===== src/rtl/gb_cart_pkg.sv =====
// gb_cart_pkg: shared region constants, FSM states and MBC1 address mapping for the cartridge responder
package gb_cart_pkg;
  localparam logic [15:0] ROM0 = 16'h0000;
  localparam logic [15:0] ROMX = 16'h4000;
  localparam logic [15:0] RAM_BASE = 16'hA000;
  localparam logic [3:0] RAM_ENABLE_KEY = 4'hA;
  localparam int ROM_LO_W = 5;
  localparam int UPPER_W = 2;
  typedef enum logic [1:0] {IDLE, FETCH, DRIVE, WRITE} state_t;
  // Byte address before truncation; RAM results are already masked to ram_aw bits.
  function automatic logic [31:0] mbc1_addr(
    input logic [15:0] a,
    input logic mode,
    input logic [UPPER_W-1:0] upper,
    input logic [ROM_LO_W-1:0] rom_lo,
    input int ram_aw
  );
    logic [ROM_LO_W+UPPER_W-1:0] bank;
    bank = a[14] == ROMX[14] ? {upper, rom_lo == ROM_LO_W'(0) ? ROM_LO_W'(1) : rom_lo}
                             : (mode ? {upper, ROM_LO_W'(0)} : '0);
    return a[15] ? 32'({mode ? upper : UPPER_W'(0), a[12:0]}) & ((32'd1 << ram_aw) - 32'd1)
                 : 32'({bank, a[13:0]});
  endfunction
endpackage


===== src/rtl/cart_mbc1_responder_bus_sync.sv =====
// bus_sync: flop chain for asynchronous bus inputs plus a two-sample stability flag
module bus_sync #(
  parameter int W = 1,
  parameter int STAGES = 2,
  parameter logic [W-1:0] INIT = '0
) (
  input  logic         clk,
  input  logic         rst,
  input  logic [W-1:0] d,
  output logic [W-1:0] q,
  output logic         stable
);
  logic [W-1:0] chain [STAGES];
  logic [W-1:0] prev;
  always_ff @(posedge clk)
    if (rst) begin
      for (int i = 0; i < STAGES; i++) chain[i] <= INIT;
      prev <= INIT;
    end else begin
      chain[0] <= d;
      for (int i = 1; i < STAGES; i++) chain[i] <= chain[i-1];
      prev <= chain[STAGES-1];
    end
  assign q = chain[STAGES-1];
  assign stable = q == prev;
endmodule


===== src/rtl/cart_mbc1_responder.sv =====
// cart_mbc1_responder: Game Boy cartridge bus responder with MBC1 mapper and req/ack backing memory
module cart_mbc1_responder
  import gb_cart_pkg::*;
#(
  parameter int SYNC_STAGES = 2,
  parameter int ROM_AW = 21,
  parameter int RAM_AW = 15
) (
  input  logic              clk,
  input  logic              rst,
  input  logic [15:0]       bus_a,
  input  logic [7:0]        bus_d_in,
  input  logic              bus_rd_n,
  input  logic              bus_wr_n,
  input  logic              bus_cs_n,
  output logic [7:0]        bus_d_out,
  output logic              bus_d_oe,
  output logic              mem_req,
  output logic              mem_we,
  output logic              mem_ram,
  output logic [ROM_AW-1:0] mem_addr,
  output logic [7:0]        mem_wdata,
  input  logic [7:0]        mem_rdata,
  input  logic              mem_ack
);
  state_t state;
  logic [15:0] a_s, cur_a;
  logic [7:0] d_s;
  logic a_st, d_st, s_st, rd_n_s, wr_n_s, cs_n_s, wr_n_q, pend;
  logic ram_en, mode;
  logic [ROM_LO_W-1:0] rom_lo;
  logic [UPPER_W-1:0] upper;
  logic is_rom, is_ram, ours, wr_fall;
  logic [ROM_AW-1:0] rd_addr, wr_addr;

  bus_sync #(.W(16), .STAGES(SYNC_STAGES), .INIT(16'h0000)) u_a (
    .clk(clk), .rst(rst), .d(bus_a), .q(a_s), .stable(a_st));
  bus_sync #(.W(8), .STAGES(SYNC_STAGES), .INIT(8'h00)) u_d (
    .clk(clk), .rst(rst), .d(bus_d_in), .q(d_s), .stable(d_st));
  bus_sync #(.W(3), .STAGES(SYNC_STAGES), .INIT(3'b111)) u_s (
    .clk(clk), .rst(rst), .d({bus_rd_n, bus_wr_n, bus_cs_n}), .q({rd_n_s, wr_n_s, cs_n_s}), .stable(s_st));

  assign is_rom = a_s[15] == ROM0[15];
  assign is_ram = a_s[15:13] == RAM_BASE[15:13] && !cs_n_s;
  assign ours = is_rom || is_ram;
  assign wr_fall = !wr_n_s && wr_n_q;
  assign rd_addr = ROM_AW'(mbc1_addr(a_s, mode, upper, rom_lo, RAM_AW));
  assign wr_addr = ROM_AW'(mbc1_addr(cur_a, mode, upper, rom_lo, RAM_AW));

  always_ff @(posedge clk)
    if (rst) begin
      state <= IDLE;
      bus_d_oe <= 1'b0;
      bus_d_out <= 8'hFF;
      mem_req <= 1'b0;
      mem_we <= 1'b0;
      mem_ram <= 1'b0;
      mem_addr <= '0;
      mem_wdata <= '0;
      ram_en <= 1'b0;
      rom_lo <= '0;
      upper <= '0;
      mode <= 1'b0;
      cur_a <= '0;
      pend <= 1'b0;
      wr_n_q <= 1'b1;
    end else begin
      wr_n_q <= wr_n_s;
      pend <= pend | wr_fall;
      case (state)
        IDLE:
          if (a_st && (pend || wr_fall)) begin
            pend <= 1'b0;
            cur_a <= a_s;
            state <= ours ? WRITE : IDLE;
          end else if (a_st && s_st && ours && !rd_n_s && wr_n_s) begin
            cur_a <= a_s;
            mem_ram <= is_ram;
            mem_we <= 1'b0;
            mem_addr <= rd_addr;
            // Disabled SRAM answers open-bus without touching the backing memory
            if (is_ram && !ram_en) begin
              bus_d_out <= 8'hFF;
              bus_d_oe <= 1'b1;
              state <= DRIVE;
            end else begin
              mem_req <= 1'b1;
              state <= FETCH;
            end
          end
        FETCH:
          if (mem_ack) begin
            mem_req <= 1'b0;
            bus_d_out <= mem_rdata;
            bus_d_oe <= wr_n_s;
            state <= DRIVE;
          end
        DRIVE:
          if (rd_n_s || !wr_n_s || a_s != cur_a) begin
            bus_d_oe <= 1'b0;
            state <= IDLE;
          end
        WRITE:
          if (mem_req) begin
            if (mem_ack) begin
              mem_req <= 1'b0;
              mem_we <= 1'b0;
              state <= IDLE;
            end
          end else if (wr_n_s && d_st) begin
            if (!cur_a[15]) begin
              ram_en <= cur_a[14:13] == 2'd0 ? d_s[3:0] == RAM_ENABLE_KEY : ram_en;
              rom_lo <= cur_a[14:13] == 2'd1 ? d_s[4:0] : rom_lo;
              upper <= cur_a[14:13] == 2'd2 ? d_s[1:0] : upper;
              mode <= cur_a[14:13] == 2'd3 ? d_s[0] : mode;
              state <= IDLE;
            end else if (ram_en) begin
              mem_req <= 1'b1;
              mem_we <= 1'b1;
              mem_ram <= 1'b1;
              mem_addr <= wr_addr;
              mem_wdata <= d_s;
            end else begin
              state <= IDLE;
            end
          end
      endcase
    end
endmodule


===== config.mk =====
export PLATFORM = sky130hd
export DESIGN_NAME = cart_mbc1_responder
export DESIGN_NICKNAME = d
export VERILOG_FILES = /design/src/rtl/gb_cart_pkg.sv /design/src/rtl/cart_mbc1_responder_bus_sync.sv /design/src/rtl/cart_mbc1_responder.sv
export SDC_FILE = /design/constraint.sdc
export NUM_CORES = 1
export LEC_CHECK = 0
export ABC_CLOCK_PERIOD_IN_PS = 2800
export CORE_UTILIZATION = 62
export CTS_CLUSTER_SIZE = 16
export DETAILED_ROUTE_END_ITERATION = 8
export DONT_BUFFER_PORTS = 1
export GPL_TIMING_DRIVEN = 1
export PLACE_DENSITY_LB_ADDON = 0.3
export SYNTH_ARGS = -nofsm -noshare
export SYNTH_HDL_FRONTEND = slang
export SYNTH_SLANG_ARGS = --single-unit

===== constraint.sdc =====
create_clock -name clk -period 2.8 [get_ports clk]
set_input_delay 0.56 -clock clk [delete_from_list [all_inputs] [get_ports clk]]
set_output_delay 0.56 -clock clk [all_outputs]
set_load 0.01 [all_outputs]

==> impl_metrics.csv, run 1 <==
group,metric,value,unit
sta,hold_viol,0,
sta,worst_pin_slew,0.5546,ns
route,first_iter_violations,249,
logic_synthesis,synth_top_family_by_area,"simple AND/OR/NAND/NOR gates",
outcome,status,"completed",
floorplan,die_width,97.56,um
layout,fin_cells,670,
floorplan,initial_core_util,64.61,%
logic_synthesis,ys_seq_area_share,53.04,%
cts,cts_sinks,150,
logic_synthesis,syn_area,5662,um^2
layout,final_core_util,71.63,%
logic_synthesis,synth.area.top_cells,"dfxtp_1 53%, mux2i_1 9.5%, nor2b_1 8.2%",
sta,setup_tns,0,ns
logic_synthesis,ys_ff_latch,150,
placed_design,gp_congestion,0.9176,
setup_path,crit_slowest_cell,"dfxtp_1",
hold_path,hp-start,"rst",
setup_path,startpoint,"u_a.chain[0][31]$_SDFF_PP0_",
cts,insertion_delay,0.52,ns
logic_synthesis,synth-xor-area-share,6.343,%
sta,timing.hold.ws,0.1176,ns
global_route,grt_pass1_wl,17.01,mm
floorplan,dieArea,9518,um^2
route,post_drt_wl_per_cell,14.97,um
setup_path,cp-start-kind,"flop",
setup_path,r2r-start,"u_a.chain[0][31]$_SDFF_PP0_",
floorplan,rows,34,
hold_path,hold_path_end,"u_a.chain[0][10]$_SDFF_PP0_",
setup_path,critPathArrivalTime,2.81,ns
sta,setup-violations-final,0,
sta,relSlewSlack,62.64,%
floorplan,die_y,97.56,um
logic_synthesis,synth_compound_area_share,6.387,%
layout,num-fill-cells,625,
cts,clk_path_buf_depth,2,
power,p_leak,2.740,nW
logic_synthesis,syn_inst,558,
setup_path,r2r_cells,7,
logic_synthesis,synth_top_area_cell,"dfxtp_1",
cts,h-tree-depth,4,
placed_design,io_buffers,0,
logic_synthesis,synthSimpleGateAreaFrac,21.33,%
hold_path,min_path_type,"in2reg",
placed_design,detailedPlace.worstSlack,0.4299,ns
route,postRouteAntennaNets,0,
sta,period_needed,2.405,ns
global_route,grt_max_degree,153,
route,drc,0,
logic_synthesis,synth_async_sr_flop_share,0,%
logic_synthesis,synth_edf_count,0,
logic_synthesis,yosys_warnings,0,
global_route,antenna_found_initial,0,
cts,cts_resized,0,
power,ir_drop,0.4526,mV
setup_path,cp.required,3.20,ns
global_route,grt_pass1_vias,3516,
setup_path,r2r_end,"cur_a[12]$_SDFFE_PP0P_",
logic_synthesis,synthAdderAreaFrac,0.2210,%
global_route,grt_overflow,0,
sta,worst_slack,0.3951,ns
setup_path,critPathMaxFanout,16,
cts,cts_tree,"yes",
logic_synthesis,yosys.area.top_type_share,53.04,%
route,drt-pass1-iter-count,5,
route,viasPerCell,5.473,
hold_path,holdPathStages,1,
cts,cts_hold_buf,0,
layout,syn2layout_area_growth,10.87,%
cts,root_buffer,"clkbuf_8",
layout,multi_input_area,2481,um^2
setup_path,cp-end-kind,"flop",
layout,regArea,3003,um^2
setup_path,critPathKind,"reg2reg",
layout,fin_area,6277,um^2
logic_synthesis,syn_nets,597,
route,routed_wl,10.03,mm
route,via_count,3667,
sta,grt_setup_unrepaired,"no",
logic_synthesis,avgSynthCellArea,10.15,um^2
placed_design,dp_hpwl,6.609,mm
layout,nets,588,
sta,drv_slew,0,
setup_path,path_cells,"xor2_1, nor4_1, nand4_2, or3_1, buf_4, mux2i_1, nor2_1",
logic_synthesis,synth_mux_area_share,9.547,%
placed_design,post_dp_cell_area,5680,um^2
power,power.total,4.572,mW
placed_design,place_inst,638,
layout,layout-drive-gt1-share,9.075,%
global_route,grt_use_total,22.52,%
setup_path,rrSetupSlack,0.40,ns
floorplan,num_io_pins,79,
layout,antennaDiodeCount,0,
cts,postCtsSetupBuffers,0,
sta,skew,0.008529,ns
sta,max_freq,415.8,MHz
cts,clk_pin_slew,0.07,ns
job,maxCapViolations,0,
cts,numCtsBuffers,17,
setup_path,crit_path_max_incr_delay,0.56,ns
sta,post-route-period-util,85.89,%
floorplan,core_area,8763,um^2
power,p_per_area,728.4,nW/um^2
logic_synthesis,synthDistinctLibCells,48,
logic_synthesis,synthFlopType,"dfxtp_1",
-- logic make-up (layout without fill, tap and decap cells) --
kind of cell / count (synthesis) / in the layout
flip-flops: 150 / 150
AO/OA/AOI/OAI: 50 / 50
buffers and inverters: 36 / 40
AND/OR/NAND/NOR: 226 / 226
multiplexers: 54 / 54
adder cells (fa/ha/maj): 1 / 1
XOR/XNOR: 41 / 41
-- report_power, final --
group | total, mW | switching [mW] | leakage [nW] | internal [mW]
combinational | 0.121 | 0.0542 | 1.22 | 0.0673
sequential | 2.22 | 0.0379 | 1.22 | 2.18
clock | 2.23 | 0.988 | 0.295 | 1.24
-- flip-flops by register name, summed over array words and instances, names as in the netlist, 2 cells and up --
register   count
bus_d_out      8
cur_a         16
mem_addr      21
mem_wdata      8
rom_lo         5
state          2
u_a.chain     32
u_a.prev      16
u_d.chain     16
u_d.prev       8
u_s.chain      6
u_s.prev       3
upper          2
-- layer usage --
metal | GRT usage [%] | up-vias | routed length (um)
met4 | 8.937 | 0 | 170
li1 | - | 1859 | -
met2 | 33.73 | 107 | 4459
met5 | 0 | - | 0
met1 | 30.71 | 1683 | 4844
met3 | 6.403 | 18 | 559
-- cell type report --
class	instances	share of cell area [%]
multi-input combinational	372	39.53
inverter	3	0.1794
clock buffer	17	6.598
tap	108	2.153
sequential	150	47.84
clock inverter	15	2.910
timing repair buffer	5	0.7973
-- worst max-delay path: cells and delay by family, from the launching register on --
kind | cells | cell delay, ns
and+or+nand+nor | 4 | 1.18
DFF | 1 | 0.56
buffers and inverters | 1 | 0.25
muxes | 1 | 0.17
xor gates and xnor gates | 1 | 0.12
-- cells in the final DEF (no fill, tap or decap), types with 9 or more instances in the layout --
master	n
nand3_1	10
o21ai_0	10
a21oi_1	9
mux2i_1	54
dfxtp_1	150
a211oi_1	15
nor2_1	75
xnor2_1	18
or2_2	10
xor2_1	23
clkbuf_16	16
nand2_1	12
nor2b_1	74
-- synth_stat cells (2+ instances only) --
cell and number:
dfxtp_1 150, nor2b_1 74, and4_1 2, nand4bb_1 2, nand2b_1 6, xnor2_1 18, buf_6 4, buf_4 2
and2_1 3, nor4_1 7, mux2i_1 54, clkbuf_1 22, nand3_1 10, nor3_1 8, xor2_1 23, nor2_1 75
or2_2 10, nand3b_1 4, buf_2 4, a211oi_1 15, a21oi_1 9, nand2_1 12, o21ai_0 10, nand4_1 6
a311oi_1 2, inv_1 3, o21a_1 2
-- how the worst max path moves through the flow --
stage	to	slack (ns)	depth (start not counted)
2_1_floorplan	cur_a[10]$_SDFFE_PP0P_	0.67	9
3_3_place_gp	cur_a[4]$_SDFFE_PP0P_	0.47	7
3_5_place_dp	cur_a[10]$_SDFFE_PP0P_	0.43	7
4_1_cts	cur_a[12]$_SDFFE_PP0P_	0.42	7
5_1_grt	cur_a[5]$_SDFFE_PP0P_	0.21	7
6_report	cur_a[12]$_SDFFE_PP0P_	0.40	7
Power figures use the tool's default switching activity.
==> run 2, diff against run 1 <==
--- a/config.mk
+++ b/config.mk
@@ -6,6 +6,8 @@
 export NUM_CORES = 1
 export LEC_CHECK = 0
 export ABC_CLOCK_PERIOD_IN_PS = 2800
+export CAP_MARGIN = 15
+export CORE_MARGIN = 4
 export CORE_UTILIZATION = 62
 export CTS_CLUSTER_SIZE = 16
 export DETAILED_ROUTE_END_ITERATION = 8
==> run 2 against run 1 <==
  * Critical path depth shrank 1
  * Routed wire length increased by 2.8%
  * Sequential power is essentially flat
  * Worst setup slack got worse by 0.040 ns
  * Final area down 0.60%
  * Clock-buffer cell count rose by 1
  * Fmax down 1.6%
  * Sequential cell count is the same
  * Non-clock buffer count unchanged
  * Clock power shrank 5%
  * Largest cell class unchanged
==> impl_metrics.csv, run 2 (synthesis gave the netlist of run 1 again) <==
group,metric,value,unit
layout,fin_cells,670,
setup_path,cp-start-kind,"flop",
route,routed_wl,10.31,mm
global_route,grt_use_total,20.04,%
setup_path,cp-end-kind,"flop",
hold_path,hp-start,"rst",
route,postRouteAntennaNets,0,
hold_path,min_path_type,"in2reg",
layout,syn2layout_area_growth,10.21,%
setup_path,r2r-start,"u_a.chain[0][29]$_SDFF_PP0_",
setup_path,cp_top_family,"compound AO/OA/AOI/OAI gates",
route,drc,0,
placed_design,io_buffers,0,
sta,setup-violations-final,0,
route,via_count,3702,
sta,drv_slew,0,
global_route,grt_pass1_vias,3625,
cts,cts_resized,0,
placed_design,post_dp_cell_area,5680,um^2
sta,worst_pin_slew,0.6779,ns
placed_design,dp_hpwl,6.889,mm
global_route,grt_pass1_wl,17.49,mm
layout,num-fill-cells,658,
power,p_comb_share,2.7,%
hold_path,hold_path_end,"u_a.chain[0][15]$_SDFF_PP0_",
power,ir_drop,0.4582,mV
job,maxCapViolations,0,
layout,antennaDiodeCount,0,
sta,post-route-period-util,87.31,%
placed_design,detailedPlace.worstSlack,0.4250,ns
layout,nets,588,
cts,numCtsBuffers,17,
cts,clk_pin_slew,0.06,ns
cts,cts_sinks,150,
setup_path,crit_path_max_incr_delay,0.59,ns
layout,most-common-layout-cells,"150 x dfxtp_1, 75 x nor2_1, 74 x nor2b_1, 54 x mux2i_1, 23 x xor2_1",
setup_path,path_cells,"or3b_1, a211oi_2, nand2_1, o21ai_0, a41oi_1, nor3_1",
power,intPower,3.458,mW
sta,max_freq,409.1,MHz
floorplan,core_area,8806,um^2
power,p_leak,2.718,nW
sta,skew,0.006262,ns
floorplan,initial_core_util,64.29,%
layout,layout-drive-gt1-share,8.897,%
cts,cts_hold_buf,0,
layout,final_common_cell,"dfxtp_1",
setup_path,critPathKind,"reg2reg",
cts,cts_tree,"yes",
setup_path,critPathBufInv,0,
route,drt-pass1-iter-count,5,
outcome,status,"completed",
hold_path,holdPathStages,1,
layout,largest-register,"u_a.chain",
floorplan,die_width,103.6,um
sta,worst_slack,0.3554,ns
global_route,antenna_found_initial,0,
setup_path,r2r_end,"mem_we$_SDFFE_PP0P_",
cts,clk_path_buf_depth,2,
floorplan,die_y,103.6,um
sta,setup_tns,0,ns
power,seqPwrFrac,49.8,%
setup_path,r2r_cells,6,
cts,h-tree-depth,4,
power,p_clk_share,47.5,%
layout,top_regs,"u_a.chain: 32 flops, mem_addr: 21 flops",
placed_design,gp_congestion,0.8291,
sta,relSlewSlack,54.33,%
sta,grt_setup_unrepaired,"no",
route,post_drt_wl_per_cell,15.39,um
power,p_per_area,714.3,nW/um^2
floorplan,rows,34,
cts,postCtsSetupBuffers,0,
route,first_iter_violations,237,
layout,largest_reg_flops,32,
setup_path,cp.required,3.23,ns
setup_path,critPathArrivalTime,2.88,ns
power,switching_power,999.4,uW
setup_path,rrSetupSlack,0.36,ns
global_route,grt_max_degree,153,
sta,hold_viol,0,
placed_design,place_inst,638,
layout,fin_area,6240,um^2
cts,root_buffer,"clkbuf_8",
sta,period_needed,2.445,ns
floorplan,dieArea,10720,um^2
setup_path,critPathMaxFanout,7,
cts,insertion_delay,0.51,ns
floorplan,num_io_pins,79,
route,viasPerCell,5.525,
power,swShare,22.42,%
global_route,grt_overflow,0,
setup_path,crit_slowest_cell,"o21ai_0",
-- run 2: changes by cell type in the layout (fill, tap and decap cells not counted) --
cell / before / now
clkinvlp_4: 0 / 2
clkinv_2: 0 / 2
inv_6: 4 / 5
clkinv_4: 2 / 1
inv_8: 6 / 3
clkinv_8: 2 / 0
clkbuf_1: 0 / 1
-- run 2: worst max path at each step --
stage                                           start                         to  slack [ns]  cells past startpoint
after floorplan           u_a.chain[0][31]$_SDFF_PP0_     cur_a[10]$_SDFFE_PP0P_        0.67                      9
after global placement    u_a.chain[0][29]$_SDFF_PP0_      cur_a[4]$_SDFFE_PP0P_        0.47                      7
after CTS                 u_a.chain[0][29]$_SDFF_PP0_  bus_d_out[2]$_SDFFE_PP1P_        0.42                      7
after detailed placement  u_a.chain[0][29]$_SDFF_PP0_       mem_req$_SDFFE_PP0P_        0.43                      6
final                     u_a.chain[0][29]$_SDFF_PP0_        mem_we$_SDFFE_PP0P_        0.36                      6
after global routing      u_a.chain[0][31]$_SDFF_PP0_       mem_req$_SDFFE_PP0P_        0.08                      6
-- run 2: layout make-up --
type                    count  area, um^2  area share, %
clock buffers              18       417.9          6.697
clock inverters            14       141.4          2.266
inverters                   3       11.26         0.1805
multi-input cells         372        2481          39.76
flip-flops and latches    150        3003          48.13
well taps                 108       135.1          2.166
repair buffers              5       50.05         0.8021
-- run 2: through the flow --
stage	hold slack [ns]	utilization [%]	total power [mW]
floorplan	0.3895	-	2.387
global placement	0.3921	64.51	2.382
detailed placement	0.3955	64.51	2.387
CTS	0.09582	70.86	4.499
global route	0.08792	70.86	4.615
finish	0.1121	70.86	4.457
-- run 2: worst reg2reg max path, stage by stage (launching register included) --
cell and delay [ns]:
dfxtp_1 0.49, or3b_1 0.45, a211oi_2 0.27, nand2_1 0.15, o21ai_0 0.59, a41oi_1 0.25
nor3_1 0.17
-- run 2: metal layers --
layer / wire length, um / track usage [%]
met4: 162 / 7.692
met3: 713 / 6.343
met2: 4673 / 30.93
met5: 0 / 0
met1: 4759 / 26.41
-- run 2: power by group through the flow --
| stage | registers [mW] | logic [mW] | clock network (mW) |
|---|---|---|---|
| floorplan | 2.25 | 0.135 | 0 |
| global placement | 2.27 | 0.116 | 0 |
| detailed placement | 2.27 | 0.120 | 0 |
| CTS | 2.22 | 0.121 | 2.16 |
| global route | 2.23 | 0.136 | 2.25 |
| finish | 2.22 | 0.120 | 2.12 |
==> run 3, diff against run 2 <==
--- a/config.mk
+++ b/config.mk
@@ -5,10 +5,10 @@
 export SDC_FILE = /design/constraint.sdc
 export NUM_CORES = 1
 export LEC_CHECK = 0
-export ABC_CLOCK_PERIOD_IN_PS = 2800
+export ABC_CLOCK_PERIOD_IN_PS = 3140
 export CAP_MARGIN = 15
 export CORE_MARGIN = 4
-export CORE_UTILIZATION = 62
+export CORE_UTILIZATION = 67
 export CTS_CLUSTER_SIZE = 16
 export DETAILED_ROUTE_END_ITERATION = 8
 export DONT_BUFFER_PORTS = 1
==> constraint.sdc (replaced) <==
create_clock -name clk -period 3.14 [get_ports clk]
set_input_delay 0.628 -clock clk [delete_from_list [all_inputs] [get_ports clk]]
set_output_delay 0.628 -clock clk [all_outputs]
set_load 0.01 [all_outputs]
==> run 3 against run 2 <==
  * Hold slack gained 0.068 ns
  * Final area grew 0.68%
  * Clock power shrank 4%
  * Routed wire length rose by 1.6%
  * Largest power group is now clock
  * Critical path depth rose by 1
==> impl_metrics.csv, run 3 (synthesis gave the netlist of run 1 again) <==
group,metric,value,unit
cts,cts_hold_buf,0,
power,power.total,4.130,mW
cts,clk_pin_slew,0.07,ns
setup_path,path_cells,"xor2_1, nor4_1, nand4_2, buf_4, o21ai_0, a21oi_1, a311oi_1",
sta,worst_pin_slew,0.6308,ns
cts,cts_tree,"yes",
cts,cts_sinks,150,
sta,hold_viol,0,
setup_path,rrSetupSlack,0.69,ns
sta,setup-violations-final,0,
sta,setup_tns,0,ns
layout,layout-drive-gt1-share,9.236,%
placed_design,gp_congestion,0.8497,
cts,numCtsBuffers,17,
placed_design,io_buffers,0,
floorplan,rows,33,
sta,relSlewSlack,57.41,%
job,maxCapViolations,0,
setup_path,crit_slowest_cell,"dfxtp_1",
sta,period_needed,2.448,ns
layout,largest-register,"u_a.chain",
route,drt-pass1-iter-count,4,
setup_path,r2r_end,"mem_req$_SDFFE_PP0P_",
cts,postCtsSetupBuffers,0,
cts,root_buffer,"clkbuf_8",
setup_path,crit_path_end,"mem_req$_SDFFE_PP0P_",
setup_path,critPathArrivalTime,2.85,ns
placed_design,dp_hpwl,6.903,mm
layout,fin_cells,668,
route,via_count,3717,
global_route,antenna_found_initial,0,
setup_path,cp.required,3.54,ns
floorplan,core_area,8217,um^2
setup_path,critPathKind,"reg2reg",
setup_path,cp-end-kind,"flop",
route,viasPerCell,5.564,
layout,final_core_util,76.46,%
floorplan,dieArea,9985,um^2
global_route,grt_use_total,21.84,%
floorplan,die_y,99.93,um
global_route,grt_pass1_vias,3592,
setup_path,critPathMaxFanout,9,
route,post_drt_wl_per_cell,15.68,um
route,postRouteAntennaNets,0,
cts,insertion_delay,0.51,ns
layout,most-common-layout-cells,"150 x dfxtp_1, 75 x nor2_1, 74 x nor2b_1, 54 x mux2i_1, 23 x xor2_1",
cts,clk_path_buf_depth,2,
sta,skew,0.01093,ns
layout,top_regs,"u_a.chain: 32 flops, mem_addr: 21 flops",
sta,post-route-period-util,77.95,%
placed_design,place_inst,636,
floorplan,num_io_pins,79,
outcome,status,"completed",
global_route,grt_max_degree,153,
route,drc,0,
route,first_iter_violations,228,
setup_path,r2r_cells,7,
power,p_per_area,657.4,nW/um^2
power,ir_drop,0.4722,mV
layout,syn2layout_area_growth,10.96,%
sta,max_freq,408.6,MHz
layout,largest_reg_flops,32,
cts,h-tree-depth,4,
layout,nets,589,
layout,final_common_cell,"dfxtp_1",
global_route,grt_pass1_wl,17.24,mm
sta,drv_slew,0,
power,p_leak,2.748,nW
route,routed_wl,10.47,mm
floorplan,initial_core_util,68.91,%
global_route,grt_overflow,0,
layout,antennaDiodeCount,0,
hold_path,min_path_type,"in2reg",
cts,cts_resized,0,
sta,grt_setup_unrepaired,"no",
setup_path,r2r-start,"u_a.chain[0][31]$_SDFF_PP0_",
setup_path,cp-start-kind,"flop",
setup_path,crit_path_max_incr_delay,0.55,ns
setup_path,startpoint,"u_a.chain[0][31]$_SDFF_PP0_",
floorplan,die_width,99.93,um
-- run 3: routing by layer --
layer  vias to the layer above  share of wire, %  GRT usage (%)
met1                      1700                46          29.24
met5                         -                 0              0
met2                       139                46          33.97
li1                       1864                 -              -
met3                        14               6.9          5.281
met4                         0               1.3          9.139
-- run 3: where the power goes --
part	leakage (nW)	internal [mW]	switching, mW
Clock	0.301	1.19	0.843
Sequential	1.22	1.95	0.0340
Combinational	1.22	0.0612	0.0508
-- run 3: how the worst min path moves through the flow --
stage	startpoint	end	slack (ns)	depth (start not counted)
6_report	rst	u_a.chain[0][8]$_SDFF_PP0_	0.18	1
4_1_cts	rst	u_d.chain[0][0]$_SDFF_PP0_	0.16	1
2_1_floorplan	u_s.chain[0][0]$_SDFF_PP1_	u_s.chain[0][3]$_SDFF_PP1_	0.39	1
5_1_grt	rst	u_a.chain[0][10]$_SDFF_PP0_	0.16	1
3_3_place_gp	u_s.chain[0][0]$_SDFF_PP1_	u_s.chain[0][3]$_SDFF_PP1_	0.39	1
3_5_place_dp	u_s.chain[0][2]$_SDFF_PP1_	u_s.chain[0][5]$_SDFF_PP1_	0.40	1
-- run 3: worst max-delay path, delay by kind of cell, from the launching register on --
family,cells,cell delay [ns]
AND/OR/NAND/NOR,2,0.50
AO/OA/AOI/OAI,3,0.96
flip-flops,1,0.55
buffers and inverters,1,0.20
XOR/XNOR,1,0.12
-- run 3: per-stage QoR --
stage	area [um^2]	worst slack, ns	hold slack (ns)
detailed placement	5672	0.7385	0.3960
global route	6282	0.5280	0.1608
global placement	5672	0.7400	0.3930
CTS	6282	0.7043	0.1648
floorplan	5662	1.009	0.3895
finish	6282	0.6924	0.1802
-- run 3: area by class of cell --
type                       instances  area, um^2
sequential                       150        3003
multi-input combinational        372        2481
fill                             546        1934
clock buffer                      18       427.9
clock inverter                    14       182.7
tap                              105       131.4
timing repair buffer               6       45.04
inverter                           3       11.26
